==> config.mk <==
export PLATFORM = sky130hd
export DESIGN_NAME = ps2_kb_rx
export DESIGN_NICKNAME = d
export VERILOG_FILES = /design/src/rtl/ps2_kb_rx.sv
export SDC_FILE = /design/constraint.sdc
export NUM_CORES = 1
export LEC_CHECK = 0
export ABC_AREA = 1
export ABC_CLOCK_PERIOD_IN_PS = 8300
export BUFFER_PORTS_ARGS = -buffer_cell sky130_fd_sc_hd__buf_4
export CAP_MARGIN = 20
export CORE_MARGIN = 2
export CORE_UTILIZATION = 51
export DETAILED_ROUTE_END_ITERATION = 7
export HOLD_SLACK_MARGIN = 0.08
export PLACE_DENSITY = 0.77
export RECOVER_POWER = 50
export SLEW_MARGIN = 25
export SYNTH_ARGS = -nofsm -noshare
export SYNTH_HDL_FRONTEND = slang
export SYNTH_SLANG_ARGS = --single-unit
==> constraint.sdc <==
create_clock -name clk -period 8.3 [get_ports clk]
set_clock_uncertainty 0.2 [all_clocks]
set_input_delay 0.83 -clock clk [delete_from_list [all_inputs] [get_ports clk]]
set_output_delay 0.83 -clock clk [all_outputs]
set_load 0.02 [all_outputs]
==> src/rtl/ps2_kb_rx.sv <==
// PS/2 keyboard receiver: pin synchroniser, 11-bit frame deserialiser,
// frame checker with inactivity timeout, and a scan-code FIFO for MMIO reads.
module ps2_kb_rx #(
    parameter int FIFO_DEPTH     = 8,
    parameter int TIMEOUT_CYCLES = 50000
) (
    input  logic       clk,
    input  logic       clrn,
    input  logic       ps2_clk,
    input  logic       ps2_data,
    input  logic       sig_rd_kb,
    output logic [7:0] kb_data,
    output logic       kb_ready,
    output logic       overflow,
    output logic       frame_err
);
    localparam int KbWidth = 8;
    localparam int PW      = $clog2(FIFO_DEPTH);
    localparam int TW      = $clog2(TIMEOUT_CYCLES);
    localparam logic [TW-1:0] TmoLast = TW'(TIMEOUT_CYCLES - 1);
    localparam logic [PW:0]   Full    = (PW + 1)'(FIFO_DEPTH);

    logic [2:0]         clk_sync;
    logic [1:0]         data_sync;
    logic               fall;
    logic               bit_in;

    logic [3:0]         cnt, cnt_n;
    logic [8:0]         shift, shift_n;
    logic [TW-1:0]      tmo, tmo_n;
    logic               push;
    logic               err_n;

    logic [KbWidth-1:0] mem [FIFO_DEPTH];
    logic [PW-1:0]      rd_ptr, wr_ptr;
    logic [PW:0]        count;
    logic               full;
    logic               pop;
    logic               wr_en;

    // Idle bus is high, so resetting the synchronisers to 1 never fakes an edge.
    always_ff @(posedge clk) begin
        if (!clrn) begin
            clk_sync  <= '1;
            data_sync <= '1;
        end else begin
            clk_sync  <= {clk_sync[1:0], ps2_clk};
            data_sync <= {data_sync[0], ps2_data};
        end
    end

    assign fall   = clk_sync[2] & ~clk_sync[1];
    assign bit_in = data_sync[1];

    always_comb begin
        cnt_n   = cnt;
        shift_n = shift;
        tmo_n   = tmo;
        push    = 1'b0;
        err_n   = 1'b0;
        if (fall) begin
            tmo_n = '0;
            if (cnt == 4'd0) begin
                if (!bit_in) cnt_n = 4'd1;
            end else if (cnt != 4'd10) begin
                shift_n = {bit_in, shift[8:1]};
                cnt_n   = cnt + 4'd1;
            end else begin
                cnt_n = 4'd0;
                // shift holds {parity, D7..D0}; odd parity over all nine bits
                if (bit_in && (^shift)) push  = 1'b1;
                else                    err_n = 1'b1;
            end
        end else if (cnt != 4'd0) begin
            if (tmo == TmoLast) begin
                cnt_n = 4'd0;
                tmo_n = '0;
                err_n = 1'b1;
            end else begin
                tmo_n = tmo + TW'(1);
            end
        end else begin
            tmo_n = '0;
        end
    end

    always_ff @(posedge clk) begin
        if (!clrn) begin
            cnt       <= '0;
            shift     <= '0;
            tmo       <= '0;
            frame_err <= 1'b0;
        end else begin
            cnt       <= cnt_n;
            shift     <= shift_n;
            tmo       <= tmo_n;
            frame_err <= err_n;
        end
    end

    assign kb_ready = (count != '0);
    assign full     = (count == Full);
    assign pop      = sig_rd_kb & kb_ready;
    // A simultaneous pop frees the slot, so a full FIFO still accepts the byte.
    assign wr_en    = push & (~full | pop);
    assign kb_data  = kb_ready ? mem[rd_ptr] : '0;

    always_ff @(posedge clk) begin
        if (clrn && wr_en) mem[wr_ptr] <= shift[7:0];
    end

    always_ff @(posedge clk) begin
        if (!clrn) begin
            rd_ptr   <= '0;
            wr_ptr   <= '0;
            count    <= '0;
            overflow <= 1'b0;
        end else begin
            if (wr_en) wr_ptr <= wr_ptr + PW'(1);
            if (pop)   rd_ptr <= rd_ptr + PW'(1);
            if (wr_en && !pop)      count <= count + (PW + 1)'(1);
            else if (!wr_en && pop) count <= count - (PW + 1)'(1);
            if (push && full && !pop) overflow <= 1'b1;
        end
    end
endmodule

==> impl_metrics.py, run 1 <==
metrics = {
    "drt": {
        "dr.pass1.iters": 5,
        "num_vias": 3539,
        "vias_per_cell": 5.48,
        "drc": 0,
        "drt_iter0_markers": 176,
        "ant_nets": 0,
        "wl_um": 9690,
        "wl_per_cell_um": 15.0,
    },
    "synth": {
        "ys.flop_type": "edfxtp_1",
        "synth.net_count": 517,
        "synth_cell_types": 35,
        "ys_async_sr_fraction": 0,
        "yosysTopAreaCellShare": 0.398,
        "synth_largest_area_cell": "edfxtp_1",
        "avgSynthCellArea_um2": 9.63,
        "netlist_area_um2": 4830,
        "synth_edf_count": 64,
        "synth.area.top_cells": "edfxtp_1, dfxtp_1, nor2_1, o21ai_0, nand2_1",
        "synthCells": 502,
        "ys_warn_count": 0,
        "synth-seq-area-share": 0.601,
        "synth_seq_cells": 113,
    },
    "global_routing": {
        "grt.overflow.total": 0,
        "grt_max_degree": 34,
        "antenna_found_initial": 0,
        "grt_pass1_wl_um": 15800,
        "grt_use_total": 0.203,
        "grt_pass1_vias": 3397,
    },
    "layout": {
        "final_cell_mix": "nor2_1, edfxtp_1, nand2_1",
        "final_util": 0.613,
        "areaGrowthSynthToFinish_pct": 16.6,
        "fill_cells": 717,
        "layout_commonest_cell": "nor2_1",
        "num-nets-final": 537,
        "regArea_um2": 2900,
        "final_area_um2": 5640,
        "insertedDiodeCount": 0,
        "drive_above_1_share": 0.129,
        "multi_input_area_um2": 1680,
        "finalNonFillerCells": 646,
    },
    "timing": {
        "setup_tns_ns": 0,
        "finalSetupViolCount": 0,
        "rsz0062_at_grt": "false",
        "fin_crit_ns": 4.18,
        "worst_hold_slack_ns": 0.211,
        "setup_slack_ns": 4.12,
        "tightest_slew_ns": 1.06,
        "max_freq_ghz": 0.239,
        "report.final.slew_viol_count": 0,
        "hold_viol": 0,
        "period_share": 0.503,
        "slew_headroom": 0.292,
    },
    "power_and_ir_drop": {
        "max-vdd-ir-drop_uv": 167,
        "internal_power_mw": 1.25,
        "seqPwrFrac": 0.363,
        "combPwrFrac": 0.208,
        "switching_share": 0.303,
        "p_leak_nw": 2.12,
        "p_sw_uw": 542,
        "p_clk_frac": 0.429,
        "total_power_mw": 1.79,
        "cellPowerDensity_nw_per_um2": 318,
    },
    "floorplan": {
        "die_width_um": 101,
        "die_h_um": 101,
        "die_area_um2": 10300,
        "io_pins": 16,
        "start_util": 0.525,
        "row_count": 35,
        "core_area_um2": 9200,
    },
    "clock_tree": {
        "clk_pin_slew_ns": 0.06,
        "clkLatencyLatePin_ns": 0.52,
        "clock-sinks": 113,
        "cts_tree": "built",
        "cts_resized": 0,
        "htree_levels": 4,
        "root_buffer": "clkbuf_8",
        "clock_path_buffers": 2,
        "hold_buffers": 0,
        "cts_inserted_buffers": 17,
        "post-cts-setup-buffers": 0,
    },
    "min_path": {
        "min_path_cells": 1,
        "hold_path.class": "reg2reg",
    },
    "placement": {
        "post-place-ws_ns": 4.73,
        "dpl-instance-area_um2": 5030,
        "portBuffers": 15,
        "gp_congestion": 0.813,
        "dp_cells": 614,
        "dpl.hpwl_um": 6130,
    },
    "setup_path": {
        "worstReg2RegStart": "shift[4]",
        "path_class": "reg2out",
        "r2r-end": "count[3]",
        "cp.depth": 6,
        "path_cells": "inv_1 > o21ai_0 > o22ai_1 > o21ai_0 > a31oi_1 > buf_4",
        "end_kind": "output pin",
        "cp.arrival_ns": 3.15,
        "critPathTopFamily": "flip-flops",
        "crit_path_frequent_cell": "o21ai_0",
        "startpoint_type": "register",
        "cp_slowest_cell": "dfxtp_1",
        "ff2ff_setup_slack_ns": 5.23,
        "required_ns": 7.27,
        "endpoint": "kb_data[3]",
        "crit_buf_inv": 2,
        "cp_max_fo": 33,
        "max_stage_delay_ns": 0.98,
        "worstRegToRegCells": 18,
    },
    "status": {
        "outcome": "finished, final reports clean",
    },
    "job": {
        "maxCapViolCount": 0,
    },
}
## how the worst min path moves through the flow
| stage | slack, ns | endpoint | from |
|---|---|---|---|
| final | 0.21 | clk_sync[1] | clk_sync[0] |
| after global routing | 0.23 | clk_sync[1] | clk_sync[0] |
| after CTS | 0.21 | clk_sync[1] | clk_sync[0] |
| after detailed placement | 0.20 | clk_sync[1] | clk_sync[0] |
| after global placement | 0.20 | clk_sync[1] | clk_sync[0] |
| after floorplan | 0.19 | clk_sync[1] | clk_sync[0] |
## cells by family after synthesis
| logic type | count (synthesis) | share of synthesized area |
|---|---|---|
| compound gates | 106 | 0.116 |
| buf+inv | 62 | 0.0492 |
| fa+ha+maj | 10 | 0.0274 |
| flops | 113 | 0.601 |
| xor+xnor | 7 | 0.0127 |
| simple gates | 204 | 0.194 |
## metal layers
metal,share of wire,track usage,up-vias
met1,0.43,0.243,1673
met5,0,0,-
met3,0.051,0.0690,5
met4,0.0044,0.0748,0
met2,0.51,0.343,98
li1,-,-,1763
## cell type report
| type | count | share of cell area |
|---|---|---|
| Clock buffer | 18 | 0.0759 |
| Sequential cell | 113 | 0.515 |
| Tap cell | 111 | 0.0246 |
| Inverter | 48 | 0.0320 |
| Clock inverter | 14 | 0.0357 |
| Timing Repair Buffer | 15 | 0.0187 |
| Multi-Input combinational cell | 327 | 0.298 |
## cell usage after synthesis (3+ instances only)
cell type and number:
inv_2 3, nor2_4 3, nand3_1 16, o21ai_0 56, edfxtp_1 64, a21oi_1 29, clkbuf_1 11, nand4_2 3
nand4_1 9, nand2_1 60, a31oi_1 9, ha_1 9, o22ai_1 9, xor2_1 5, nor2_1 84, dfxtp_1 49
or2_2 6, nor3_1 8, inv_1 44, nor2_2 4, nand2_2 3
## state kept, by name (all words and copies together), names as in the netlist, named ones only
signal     cells
clk_sync       3
data_sync      2
shift          9
cnt            4
tmo           16
rd_ptr         3
frame_err      1
mem           64
overflow       1
wr_ptr         3
count          4
## power groups by stage
stage	Sequential, mW	Combinational, mW	Clock (mW)
3_3_place_gp	0.658	0.351	0
2_1_floorplan	0.633	0.270	0
5_1_grt	0.654	0.415	0.806
6_report	0.650	0.372	0.768
4_1_cts	0.649	0.371	0.778
3_5_place_dp	0.660	0.367	0
(Power assumes the default switching activity.)
==> run 2: changes to the inputs <==
- ABC_CLOCK_PERIOD_IN_PS: 8300 -> 4300
- clock period: 8.3 -> 4.3 ns (I/O delays scaled with it)
==> run 2 against run 1 <==
Routed wire length increased by 2.4%. Sequential cell count stayed put. Combinational power up 98%. Die area unchanged. Non-clock buffer count is 5 higher. Global-route usage rose by 0.52 points. Worst setup slack lost 2.8 ns. Clock-buffer cell count increased by 2. Highest routed layer unchanged. First-iteration DRC count rose by 38%. Utilization down 0.49 points. Total power grew 80%.
==> impl_metrics.py, run 2 (synthesis results as in run 1) <==
metrics = {
    "layout": {
        "drive_above_1_share": 0.119,
        "multi_input_area_um2": 1680,
        "finalNonFillerCells": 651,
        "regArea_um2": 2900,
        "regMostFlops": "mem",
        "num-nets-final": 542,
        "final_util": 0.608,
        "insertedDiodeCount": 0,
        "layout_commonest_cell": "nor2_1",
        "final_area_um2": 5590,
        "largest_reg_flops": 64,
        "final_cell_mix": "nor2_1, edfxtp_1, nand2_1",
        "areaGrowthSynthToFinish_pct": 15.7,
        "reg.largest.list": "mem x64, tmo x16, shift x9",
        "fill_cells": 751,
    },
    "clock_tree": {
        "hold_buffers": 3,
        "cts_tree": "built",
        "cts_resized": 0,
        "root_buffer": "clkbuf_8",
        "clock-sinks": 113,
        "clk_pin_slew_ns": 0.05,
        "clkLatencyLatePin_ns": 0.51,
        "post-cts-setup-buffers": 0,
        "cts_inserted_buffers": 17,
        "clock_path_buffers": 2,
        "htree_levels": 4,
    },
    "setup_path": {
        "path_cells": "inv_1 > o21ai_0 > o22ai_1 > o21ai_0 > a31oi_1 > buf_4",
        "startpoint_type": "register",
        "path_class": "reg2out",
        "cp_slowest_cell": "inv_1",
        "cp.arrival_ns": 2.36,
        "crit_path_frequent_cell": "o21ai_0",
        "end_kind": "output pin",
        "required_ns": 3.67,
        "max_stage_delay_ns": 0.62,
        "cp_max_fo": 32,
    },
    "global_routing": {
        "grt_pass1_vias": 3500,
        "grt_max_degree": 33,
        "grt_pass1_wl_um": 16300,
        "grt.overflow.total": 0,
        "grt_use_total": 0.209,
        "antenna_found_initial": 0,
    },
    "power_and_ir_drop": {
        "max-vdd-ir-drop_uv": 294,
        "cellPowerDensity_nw_per_um2": 575,
        "p_leak_nw": 2.10,
        "total_power_mw": 3.21,
    },
    "floorplan": {
        "die_area_um2": 10300,
        "io_pins": 16,
        "core_area_um2": 9200,
        "die_h_um": 101,
        "die_width_um": 101,
        "row_count": 35,
        "start_util": 0.525,
    },
    "timing": {
        "rsz0062_at_grt": "false",
        "period_share": 0.696,
        "report.final.slew_viol_count": 0,
        "max_freq_ghz": 0.334,
        "finalSetupViolCount": 0,
        "worst_hold_slack_ns": 0.185,
        "fin_crit_ns": 2.99,
        "setup_tns_ns": 0,
        "tightest_slew_ns": 1.13,
        "slew_headroom": 0.245,
        "hold_viol": 0,
        "setup_slack_ns": 1.31,
    },
    "drt": {
        "drt_iter0_markers": 242,
        "dr.pass1.iters": 5,
        "ant_nets": 0,
        "wl_um": 9930,
        "drc": 0,
        "vias_per_cell": 5.48,
        "wl_per_cell_um": 15.3,
        "num_vias": 3566,
    },
    "job": {
        "maxCapViolCount": 0,
    },
    "placement": {
        "post-place-ws_ns": 1.39,
        "gp_congestion": 0.887,
        "dpl.hpwl_um": 6070,
        "portBuffers": 15,
        "dpl-instance-area_um2": 5040,
        "dp_cells": 616,
    },
    "status": {
        "outcome": "finished, final reports clean",
    },
    "min_path": {
        "hold_path.class": "in2reg",
    },
}
run 2: cell count changes in the layout (fill, tap and decap cells not counted):
| cell | delta |
|---|---|
| buf_4 | +1 |
| inv_6 | -5 |
| clkinv_1 | +3 |
| dlygate4sd3_1 | +3 |
| clkinvlp_4 | +1 |
| clkinv_2 | +2 |
| clkbuf_8 | -1 |
| bufinv_16 | -2 |
| clkbuf_1 | +4 |
| clkinv_4 | -1 |
run 2: worst paths after layout:
path          startpoint          end  slack (ns)  depth (start not counted)
max             register   kb_data[4]        1.31                          6
min            sig_rd_kb    rd_ptr[0]        0.19                          4
max reg2reg       cnt[0]     count[3]        1.33                         14
min reg2reg  clk_sync[0]  clk_sync[1]        0.22                          1
run 2: power breakdown:
group	leakage, nW	total, mW	switching, mW	internal, mW
Combinational	0.788	0.737	0.475	0.262
Sequential	1.06	1.20	0.0307	1.17
Clock	0.257	1.28	0.463	0.813
Total	2.10	3.21	0.969	2.24
run 2: area by class of cell:
cell class / count / share of cell area
inverter: 48 / 0.0322
timing repair buffer: 20 / 0.0262
clock buffer: 20 / 0.0761
multi-input combinational: 327 / 0.300
clock inverter: 12 / 0.0210
sequential: 113 / 0.519
tap: 111 / 0.0248
run 2: critical path, delay by kind of cell (launching register included):
| family | cells | cell delay [ns] |
|---|---|---|
| compound gates | 4 | 0.71 |
| flops | 1 | 0.32 |
| buf+inv | 2 | 0.82 |
run 2: layer usage:
layer	share of wire	GRT usage
met1	0.43	0.253
met2	0.50	0.357
met3	0.057	0.0559
met4	0.014	0.0790
met5	0	0
